==> config.mk <==
export PLATFORM = sky130hd
export DESIGN_NAME = fir_section_flat
export DESIGN_NICKNAME = d
export VERILOG_FILES = /design/src/rtl/fir_section_pkg.sv /design/src/rtl/fir_section_if.sv /design/src/rtl/fir_section_mult.sv /design/src/rtl/fir_section.sv /design/src/flat_wrapper.sv
export SDC_FILE = /design/constraint.sdc
export NUM_CORES = 1
export LEC_CHECK = 0
export CORE_UTILIZATION = 50
export CTS_BUF_LIST = sky130_fd_sc_hd__clkbuf_4
export CTS_CLUSTER_DIAMETER = 30
export DETAILED_ROUTE_END_ITERATION = 12
export HOLD_SLACK_MARGIN = 0.03
export PLACE_DENSITY = 0.76
export RECOVER_POWER = 50
export SETUP_SLACK_MARGIN = 0.02
export SLEW_MARGIN = 20
export SYNTH_ARGS = -nofsm -noshare
export SYNTH_HDL_FRONTEND = slang
export SYNTH_SLANG_ARGS = --single-unit
==> constraint.sdc <==
create_clock -name inClock -period 8.3 [get_ports inClock]
set_clock_uncertainty 0.05 [all_clocks]
set_input_delay 1.245 -clock inClock [delete_from_list [all_inputs] [get_ports inClock]]
set_output_delay 1.245 -clock inClock [all_outputs]
set_load 0.01 [all_outputs]
==> src/rtl/fir_section_pkg.sv <==
// Fixed-point formats, helpers and FSM encoding for the time-multiplexed FIR section.
// Words are Q3.12, and products are rescaled back to the same 12-bit fraction.
package fir_section_pkg;

    localparam int WORD_SIZE    = 16;
    localparam int FRAC_BITS    = 12;
    localparam int PRODUCT_SIZE = 2*WORD_SIZE - FRAC_BITS;
    localparam int ACCUM_SIZE   = PRODUCT_SIZE + 1;

    typedef logic signed [WORD_SIZE-1:0]    word_t;
    typedef logic signed [PRODUCT_SIZE-1:0] prod_t;
    typedef logic signed [ACCUM_SIZE-1:0]   accum_t;

    typedef enum logic [1:0] {
        ST_IDLE  = 2'd0,
        ST_MAC   = 2'd1,
        ST_FLUSH = 2'd2,
        ST_OUT   = 2'd3
    } state_t;

    // Narrow an accumulator-format value to a word, clamping at the word range.
    function automatic word_t round(input accum_t x);
        accum_t w_max;
        accum_t w_min;
        w_max = accum_t'((1 <<< (WORD_SIZE-1)) - 1);
        w_min = -accum_t'(1 <<< (WORD_SIZE-1));
        if (x > w_max)
            return word_t'(w_max);
        else if (x < w_min)
            return word_t'(w_min);
        else
            return word_t'(x);
    endfunction

    function automatic accum_t extend(input prod_t p);
        return {{(ACCUM_SIZE-PRODUCT_SIZE){p[PRODUCT_SIZE-1]}}, p};
    endfunction

endpackage

==> src/rtl/fir_section_if.sv <==
// Sample/result handshake and coefficient write port of the FIR section.
interface fir_section_if #(
    parameter int TAPS = 8
);
    import fir_section_pkg::*;

    localparam int AW = $clog2(TAPS);

    accum_t          inData;
    logic            inValid;
    logic            inReady;
    logic            coefWrite;
    logic [AW-1:0]   coefAddr;
    word_t           coefData;
    accum_t          outData;
    logic            outValid;

    modport master (
        output inData, inValid, coefWrite, coefAddr, coefData,
        input  inReady, outData, outValid
    );

    modport slave (
        input  inData, inValid, coefWrite, coefAddr, coefData,
        output inReady, outData, outValid
    );

endinterface

==> src/rtl/fir_section_mult.sv <==
// Shared signed multiplier of the IIR/FIR sections: full product rescaled by FRAC_BITS.
module fir_section_mult
    import fir_section_pkg::*;
(
    input  word_t i_a,
    input  word_t i_b,
    output prod_t o_p
);

    logic signed [2*WORD_SIZE-1:0] w_full;

    assign w_full = i_a * i_b;
    // The rescaled product always fits PRODUCT_SIZE, so dropping the top bits is lossless.
    assign o_p    = prod_t'(w_full >>> FRAC_BITS);

endmodule

==> src/rtl/fir_section.sv <==
// Transversal FIR section: one sample in, TAPS multiply-accumulates on a single
// shared multiplier, one result out per TAPS+3 clocks.
module fir_section
    import fir_section_pkg::*;
#(
    parameter int TAPS      = 8,
    parameter int LOG2_GAIN = 0
) (
    input  logic          inClock,
    input  logic          reset,
    fir_section_if.slave  bus
);

    localparam int AW = $clog2(TAPS);

    state_t          r_state;
    state_t          w_nstate;
    word_t           r_dly  [TAPS];
    word_t           r_coef [TAPS];
    logic [AW-1:0]   r_ptr;
    logic [AW-1:0]   r_tap;
    logic [AW-1:0]   w_rdidx;
    word_t           r_fx;
    word_t           r_fh;
    prod_t           w_prod;
    accum_t          r_acc;
    accum_t          r_outData;
    logic            r_outValid;
    logic            w_last_tap;

    fir_section_mult u_mult (
        .i_a (r_fx),
        .i_b (r_fh),
        .o_p (w_prod)
    );

    assign w_last_tap = (r_tap == AW'(TAPS-1));

    // x[n-k] lives at (ptr-k) mod TAPS; the modulo-2^AW intermediate is harmless
    // because the final index is always below TAPS.
    always_comb begin
        w_rdidx = r_ptr - r_tap;
        if (r_ptr < r_tap)
            w_rdidx = r_ptr + AW'(TAPS) - r_tap;
    end

    always_ff @(posedge inClock or negedge reset) begin
        if (!reset)
            r_state <= ST_IDLE;
        else
            r_state <= w_nstate;
    end

    always_comb begin
        w_nstate = r_state;
        unique case (r_state)
            ST_IDLE:  if (bus.inValid) w_nstate = ST_MAC;
            ST_MAC:   if (w_last_tap)  w_nstate = ST_FLUSH;
            ST_FLUSH: w_nstate = ST_OUT;
            ST_OUT:   w_nstate = ST_IDLE;
            default:  w_nstate = ST_IDLE;
        endcase
    end

    always_ff @(posedge inClock or negedge reset) begin
        if (!reset) begin
            for (int i = 0; i < TAPS; i++) begin
                r_dly[i]  <= '0;
                r_coef[i] <= '0;
            end
            r_ptr      <= '0;
            r_tap      <= '0;
            r_fx       <= '0;
            r_fh       <= '0;
            r_acc      <= '0;
            r_outData  <= '0;
            r_outValid <= 1'b0;
        end else begin
            r_outValid <= 1'b0;
            unique case (r_state)
                ST_IDLE: begin
                    // Coefficients change only between samples, never under a running MAC.
                    if (bus.coefWrite && (int'(bus.coefAddr) < TAPS))
                        r_coef[bus.coefAddr] <= bus.coefData;
                    if (bus.inValid) begin
                        r_dly[r_ptr] <= round(bus.inData);
                        r_acc        <= '0;
                        r_tap        <= '0;
                    end
                end
                ST_MAC: begin
                    r_fx  <= r_dly[w_rdidx];
                    r_fh  <= r_coef[r_tap];
                    // Factors for tap k land this edge; the product on w_prod is tap k-1.
                    if (r_tap != '0)
                        r_acc <= r_acc + extend(w_prod);
                    r_tap <= r_tap + AW'(1);
                end
                ST_FLUSH: begin
                    r_acc <= r_acc + extend(w_prod);
                end
                ST_OUT: begin
                    r_outData  <= r_acc >>> LOG2_GAIN;
                    r_outValid <= 1'b1;
                    r_ptr      <= w_ptr_next(r_ptr);
                end
                default: ;
            endcase
        end
    end

    function automatic logic [AW-1:0] w_ptr_next(input logic [AW-1:0] p);
        return (p == AW'(TAPS-1)) ? '0 : p + AW'(1);
    endfunction

    assign bus.inReady  = (r_state == ST_IDLE);
    assign bus.outData  = r_outData;
    assign bus.outValid = r_outValid;

endmodule

==> src/flat_wrapper.sv <==
// flat-port wrapper written by rule: the top's interface ports become plain ports
module fir_section_flat import fir_section_pkg::*;
#(
    parameter int TAPS      = 8,
    parameter int LOG2_GAIN = 0
)
  (inClock, reset, bus_inData, bus_inValid, bus_coefWrite, bus_coefAddr, bus_coefData, bus_inReady, bus_outData, bus_outValid);
  fir_section_if #(.TAPS(TAPS)) bus_i ();
  input  logic inClock;
  input  logic reset;
  input wire logic [$bits(bus_i.inData)-1:0] bus_inData;
  input wire logic [$bits(bus_i.inValid)-1:0] bus_inValid;
  input wire logic [$bits(bus_i.coefWrite)-1:0] bus_coefWrite;
  input wire logic [$bits(bus_i.coefAddr)-1:0] bus_coefAddr;
  input wire logic [$bits(bus_i.coefData)-1:0] bus_coefData;
  output wire logic [$bits(bus_i.inReady)-1:0] bus_inReady;
  output wire logic [$bits(bus_i.outData)-1:0] bus_outData;
  output wire logic [$bits(bus_i.outValid)-1:0] bus_outValid;
  assign bus_i.inData = bus_inData;
  assign bus_i.inValid = bus_inValid;
  assign bus_i.coefWrite = bus_coefWrite;
  assign bus_i.coefAddr = bus_coefAddr;
  assign bus_i.coefData = bus_coefData;
  assign bus_inReady = bus_i.inReady;
  assign bus_outData = bus_i.outData;
  assign bus_outValid = bus_i.outValid;
  fir_section #(.TAPS(TAPS), .LOG2_GAIN(LOG2_GAIN)) u_core (.inClock(inClock), .reset(reset), .bus(bus_i));
endmodule
==> results.sh, run 1 <==
export IMPL_die_area_sq_mm=0.0503
export IMPL_die_h_um=224
export IMPL_ys_seq_area_frac=0.344
export IMPL_insertion_delay_ns=0.82
export IMPL_status="finished, violations left"
export IMPL_drc=0
export IMPL_syn_to_final_growth_pct=11.0
export IMPL_num_rows=81
export IMPL_violations="max-capacitance violations, max-slew violations"
export IMPL_final_cell_mix="326 x dfrtp_1, 297 x inv_1, 262 x fa_1, 190 x nand2_1, 162 x a21oi_1"
export IMPL_min_period_ns=7.99
export IMPL_rsz0062_at_grt="false"
export IMPL_fill_cells=4073
export IMPL_die_w_um=224
export IMPL_slew_violations=214
export IMPL_crit_slowest_cell="fa_1"
export IMPL_synth_edf_count=0
export IMPL_vias=16616
export IMPL_max_stage_delay_ns=0.55
export IMPL_antenna_found_initial=3
export IMPL_maxCapViolations=3
export IMPL_wl_per_cell_um=17.7
export IMPL_ys_ff_latch=339
export IMPL_numCtsBuffers=88
export IMPL_grt_max_degree=166
export IMPL_crit_top_cell="fa_1"
export IMPL_nets=2768
export IMPL_yosysWarningCount=0
export IMPL_period_share=0.963
export IMPL_syn_area_per_cell_sq_um=11.0
export IMPL_tightest_slew_ns=5.62
export IMPL_clock_fmax_ghz=0.125
export IMPL_ios=67
export IMPL_synthDominantCellAreaShare=0.344
export IMPL_cts_root_buf="clkbuf_4"
export IMPL_core_region_area_sq_mm=0.0488
export IMPL_worstPathArrival_ns=8.60
export IMPL_cts_htree_levels=3
export IMPL_clock_path_buffers=3
export IMPL_path_class="register to register"
export IMPL_synth_fp_nets=2659
export IMPL_path_max_fanout=8
export IMPL_grt_pass1_vias=18044
export IMPL_drt_iter0_drc=958
export IMPL_cp_end_kind="register"
export IMPL_drive_above_1_share=0.186
export IMPL_grt_pass1_wl_um=90500
export IMPL_cts_sinks=339
export IMPL_synth_distinct_cells=50
export IMPL_drt_pass1_iter_count=5
export IMPL_setup_viol=0
export IMPL_startpoint_type="register"
export IMPL_grt_usage=0.227
export IMPL_hold_buffers=0
export IMPL_hpwl_um=39700
export IMPL_mostFrequentLayoutCell="dfrtp_1"
export IMPL_crit_required_ns=8.90
export IMPL_hold_violations=0
export IMPL_ys_flop_type="dfrtp_1"
export IMPL_relSlewSlack=-2.74
export IMPL_setup_tns_ns=0
export IMPL_clk_pin_slew_ns=0.06
export IMPL_hold_class="register to register"
export IMPL_io_buffers=66
export IMPL_synth_top_cell_by_area="dfrtp_1"
export IMPL_syn_inst=2241
export IMPL_synth_area_leaders="dfrtp_1 34%, fa_1 21%, mux2_2 7.2%, mux4_2 5.8%, ha_1 5.6%"
export IMPL_start_util=0.505
export IMPL_gp_congestion=0.923
export IMPL_vias_per_cell=5.41
export IMPL_antenna_left=0
export IMPL_drt_total_wl_um=54400
export IMPL_syn_cell_area_sq_mm=0.0247
export IMPL_cts_tree="built"
export IMPL_grt_overflow=0
export IMPL_synthArstFlopShare=1.00
[worst max-delay path: cells and delay by family, from the launching register on]
kind	cells	cell delay, ns
DFF	1	0.48
xor gates and xnor gates	2	0.33
buffers and inverters	5	0.41
adders and majority gates	8	3.76
and+or+nand+nor	8	1.13
AOI/OAI and AO/OA	8	1.68
[metrics by stage]
stage               instance area, sq um  hold WS (ns)  utilization  setup WS [ns]  std cells
floorplan                          24700         0.395            -          0.745       2241
global placement                   26200         0.406        0.536          0.325       2911
detailed placement                 26200         0.420        0.536         0.0862       2911
CTS                                27300         0.403        0.558         0.0762       3059
global route                       27400         0.458        0.561         0.0230       3074
finish                             27400         0.431        0.561          0.307       3074
[cell type report]
class | count | area (sq um) | area share
diodes | 2 | 5.00 | 0.000183
clock buffers | 119 | 893 | 0.0326
clock inverters | 29 | 173 | 0.00630
inverters | 297 | 1110 | 0.0407
multi-input cells | 1496 | 14800 | 0.539
flip-flops and latches | 339 | 8500 | 0.310
well taps | 664 | 831 | 0.0303
repair buffers | 128 | 1110 | 0.0406
[final timing paths]
check	from	end	slack (ns)	depth (start not counted)
setup reg to reg	u_core.r_fh[2]	u_core.r_acc[20]	0.31	31
max in group asynchronous	reset	u_core.r_fh[3]	1.68	2
min in group asynchronous	reset	u_core.r_dly[98]	2.44	1
setup / recovery	u_core.r_fh[2]	u_core.r_acc[20]	0.31	31
hold / removal	u_core.r_dly[119]	u_core.r_dly[119]	0.43	2
hold reg to reg	u_core.r_dly[119]	u_core.r_dly[119]	0.43	2
[synthesized netlist by cell type (12+ instances only)]
library cell / instances
a21o_1: 12
a21oi_1: 163
and2_1: 119
buf_1: 14
clkbuf_1: 95
dfrtp_1: 339
fa_1: 263
ha_1: 111
inv_1: 297
mux2_2: 158
mux2i_1: 32
mux4_2: 64
nand2_1: 190
nand2b_1: 16
nand3_1: 14
nor2_1: 164
o21ai_0: 61
xnor2_1: 33
xor2_1: 13
[metal layers]
metal | global-route usage | vias up | routed length, um
met1 | 0.287 | 8515 | 22100
met3 | 0.0353 | 123 | 2450
met4 | 0.0990 | 2 | 1980
met2 | 0.389 | 421 | 27800
li1 | - | 7555 | -
met5 | 0 | - | 13
[cell families after synthesis]
kind of cell               synth area share
buffers and inverters                0.0617
AOI/OAI and AO/OA                    0.0612
adders and majority gates             0.270
DFF                                   0.344
muxes                                 0.143
and+or+nand+nor                       0.103
xor gates and xnor gates             0.0173
[registers in the layout, summed over array words and instances (netlist names)]
signal / count
u_core.r_state: 2
u_core.bus.outValid: 1
u_core.r_fx: 16
u_core.r_fh: 16
u_core.r_tap: 3
u_core.bus.outData: 21
u_core.r_dly: 128
u_core.r_coef: 128
u_core.r_acc: 21
u_core.r_ptr: 3
[repair_timing]
action | 4_1_cts | 5_1_grt
resized for setup | 0 | 21
buffers inserted | 0 | 13
setup endpoints to repair | 0 | 10
hold endpoints to repair | 0 | 0
Power of run 1 is not shown: default switching activity piles up to over one toggle a cycle in this logic, so the estimate is an artifact.
==> run 2, diff against run 1 <==
--- a/config.mk
+++ b/config.mk
@@ -5,6 +5,7 @@
 export SDC_FILE = /design/constraint.sdc
 export NUM_CORES = 1
 export LEC_CHECK = 0
+export CAP_MARGIN = 20
 export CORE_UTILIZATION = 50
 export CTS_BUF_LIST = sky130_fd_sc_hd__clkbuf_4
 export CTS_CLUSTER_DIAMETER = 30
==> results.sh, run 2 (synthesized netlist as in run 1, its figures left out) <==
export IMPL_fill_cells=4073
export IMPL_drive_above_1_share=0.186
export IMPL_violations="max-capacitance violations, max-slew violations"
export IMPL_cts_root_buf="clkbuf_4"
export IMPL_drt_iter0_drc=990
export IMPL_max_stage_delay_ns=0.55
export IMPL_tightest_slew_ns=5.60
export IMPL_drc=0
export IMPL_setup_viol=0
export IMPL_clock_path_buffers=3
export IMPL_insertion_delay_ns=0.82
export IMPL_vias=16604
export IMPL_drt_pass1_iter_count=5
export IMPL_grt_max_degree=166
export IMPL_antenna_found_initial=3
export IMPL_hold_buffers=0
export IMPL_core_region_area_sq_mm=0.0488
export IMPL_grt_pass1_vias=18044
export IMPL_die_w_um=224
export IMPL_slew_violations=214
export IMPL_grt_usage=0.227
export IMPL_cp_end_kind="register"
export IMPL_crit_required_ns=8.90
export IMPL_clock_fmax_ghz=0.125
export IMPL_path_max_fanout=8
export IMPL_numCtsBuffers=88
export IMPL_reg2reg_depth=31
export IMPL_ios=67
export IMPL_antenna_left=0
export IMPL_startpoint_type="register"
export IMPL_grt_overflow=0
export IMPL_use_met3=0.0353
export IMPL_grt_util_met1=0.287
export IMPL_reg2reg_setup_slack_ns=0.29
export IMPL_rsz0062_at_grt="false"
export IMPL_top_usage_layer="met2"
export IMPL_hpwl_um=39700
export IMPL_drt_total_wl_um=54300
export IMPL_clk_pin_slew_ns=0.06
export IMPL_timing_hold_ws_ns=0.430
export IMPL_cts_htree_levels=3
export IMPL_die_h_um=224
export IMPL_gp_congestion=0.923
export IMPL_timing_rr_end="u_core.r_acc[20]"
export IMPL_crit_slowest_cell="fa_1"
export IMPL_vias_per_cell=5.40
export IMPL_cts_tree="built"
export IMPL_worstPathArrival_ns=8.61
export IMPL_min_path_cells=2
export IMPL_maxCapViolations=3
export IMPL_worstHoldStart="u_core.r_dly[81]"
export IMPL_relSlewSlack=-2.74
export IMPL_grt_pass1_wl_um=90500
export IMPL_hold_path_endpoint="u_core.r_dly[81]"
export IMPL_mostFrequentLayoutCell="dfrtp_1"
export IMPL_wl_per_cell_um=17.7
export IMPL_reg_largest_list="u_core.r_coef (128), u_core.r_dly (128)"
export IMPL_num_rows=81
export IMPL_period_share=0.965
export IMPL_cts_sinks=339
export IMPL_crit_top_cell="fa_1"
export IMPL_syn_to_final_growth_pct=11.0
export IMPL_setup_tns_ns=0
export IMPL_nets=2769
export IMPL_hold_violations=0
export IMPL_status="finished, violations left"
export IMPL_grtUsageMet2=0.389
export IMPL_reg2reg_from="u_core.r_fh[2]"
export IMPL_die_area_sq_mm=0.0503
export IMPL_start_util=0.505
export IMPL_path_class="register to register"
export IMPL_hold_class="register to register"
export IMPL_min_period_ns=8.01
export IMPL_io_buffers=66
export IMPL_final_cell_mix="326 x dfrtp_1, 297 x inv_1, 262 x fa_1, 190 x nand2_1, 162 x a21oi_1"
-- run 2: cell count changes in the layout (fill, tap and decap cells not counted) --
cell | previous run | this run
buf_4 | 54 | 55
-- run 2: per-layer routing --
| layer | vias up | part of all wire |
|---|---|---|
| met1 | 8500 | 0.41 |
| met2 | 432 | 0.51 |
| met4 | 2 | 0.036 |
| met5 | - | 0.00024 |
| met3 | 116 | 0.045 |
| li1 | 7554 | - |
-- run 2: what timing repair did --
item,CTS,global route
setup buffers,0,13
setup endpoints to repair,0,10
resized for setup,0,21
-- run 2: worst max-delay path by stage --
stage	endpoint	startpoint	slack, ns	cells after the start
3_3_place_gp	u_core.r_acc[20]	u_core.r_fh[4]	0.32	29
3_5_place_dp	u_core.r_acc[19]	u_core.r_fh[2]	0.09	30
4_1_cts	u_core.r_acc[19]	u_core.r_fh[2]	0.08	30
2_1_floorplan	u_core.r_acc[20]	u_core.r_fh[1]	0.75	28
5_1_grt	u_core.r_acc[20]	u_core.r_fh[4]	0.02	32
6_report	u_core.r_acc[20]	u_core.r_fh[2]	0.29	31
-- run 2: cell type report --
| class | count | area, sq um | area share |
|---|---|---|---|
| Clock inverter | 29 | 173 | 0.00630 |
| Inverter | 297 | 1110 | 0.0407 |
| Timing Repair Buffer | 129 | 1120 | 0.0409 |
| Sequential cell | 339 | 8500 | 0.310 |
| Antenna cell | 2 | 5.00 | 0.000183 |
| Multi-Input combinational cell | 1496 | 14800 | 0.539 |
| Clock buffer | 119 | 893 | 0.0326 |
| Tap cell | 664 | 831 | 0.0303 |
-- run 2: stage by stage --
step                      worst slack (ns)  cell area [sq um]   util  cells
final                                0.294              27400  0.561   3075
after global routing                0.0230              27400  0.561   3075
after CTS                           0.0762              27300  0.558   3059
after detailed placement            0.0862              26200  0.536   2911
after global placement               0.325              26200  0.536   2911
after floorplan                      0.745              24700      -   2241
-- run 2: worst max-delay path, delay by kind of cell, from the launching register on --
kind | cells | cell delay [ns]
and+or+nand+nor | 8 | 1.13
adders and majority gates | 8 | 3.75
xor gates and xnor gates | 2 | 0.33
DFF | 1 | 0.48
AOI/OAI and AO/OA | 8 | 1.69
buffers and inverters | 5 | 0.41
Power of run 2 is left out for the same reason.
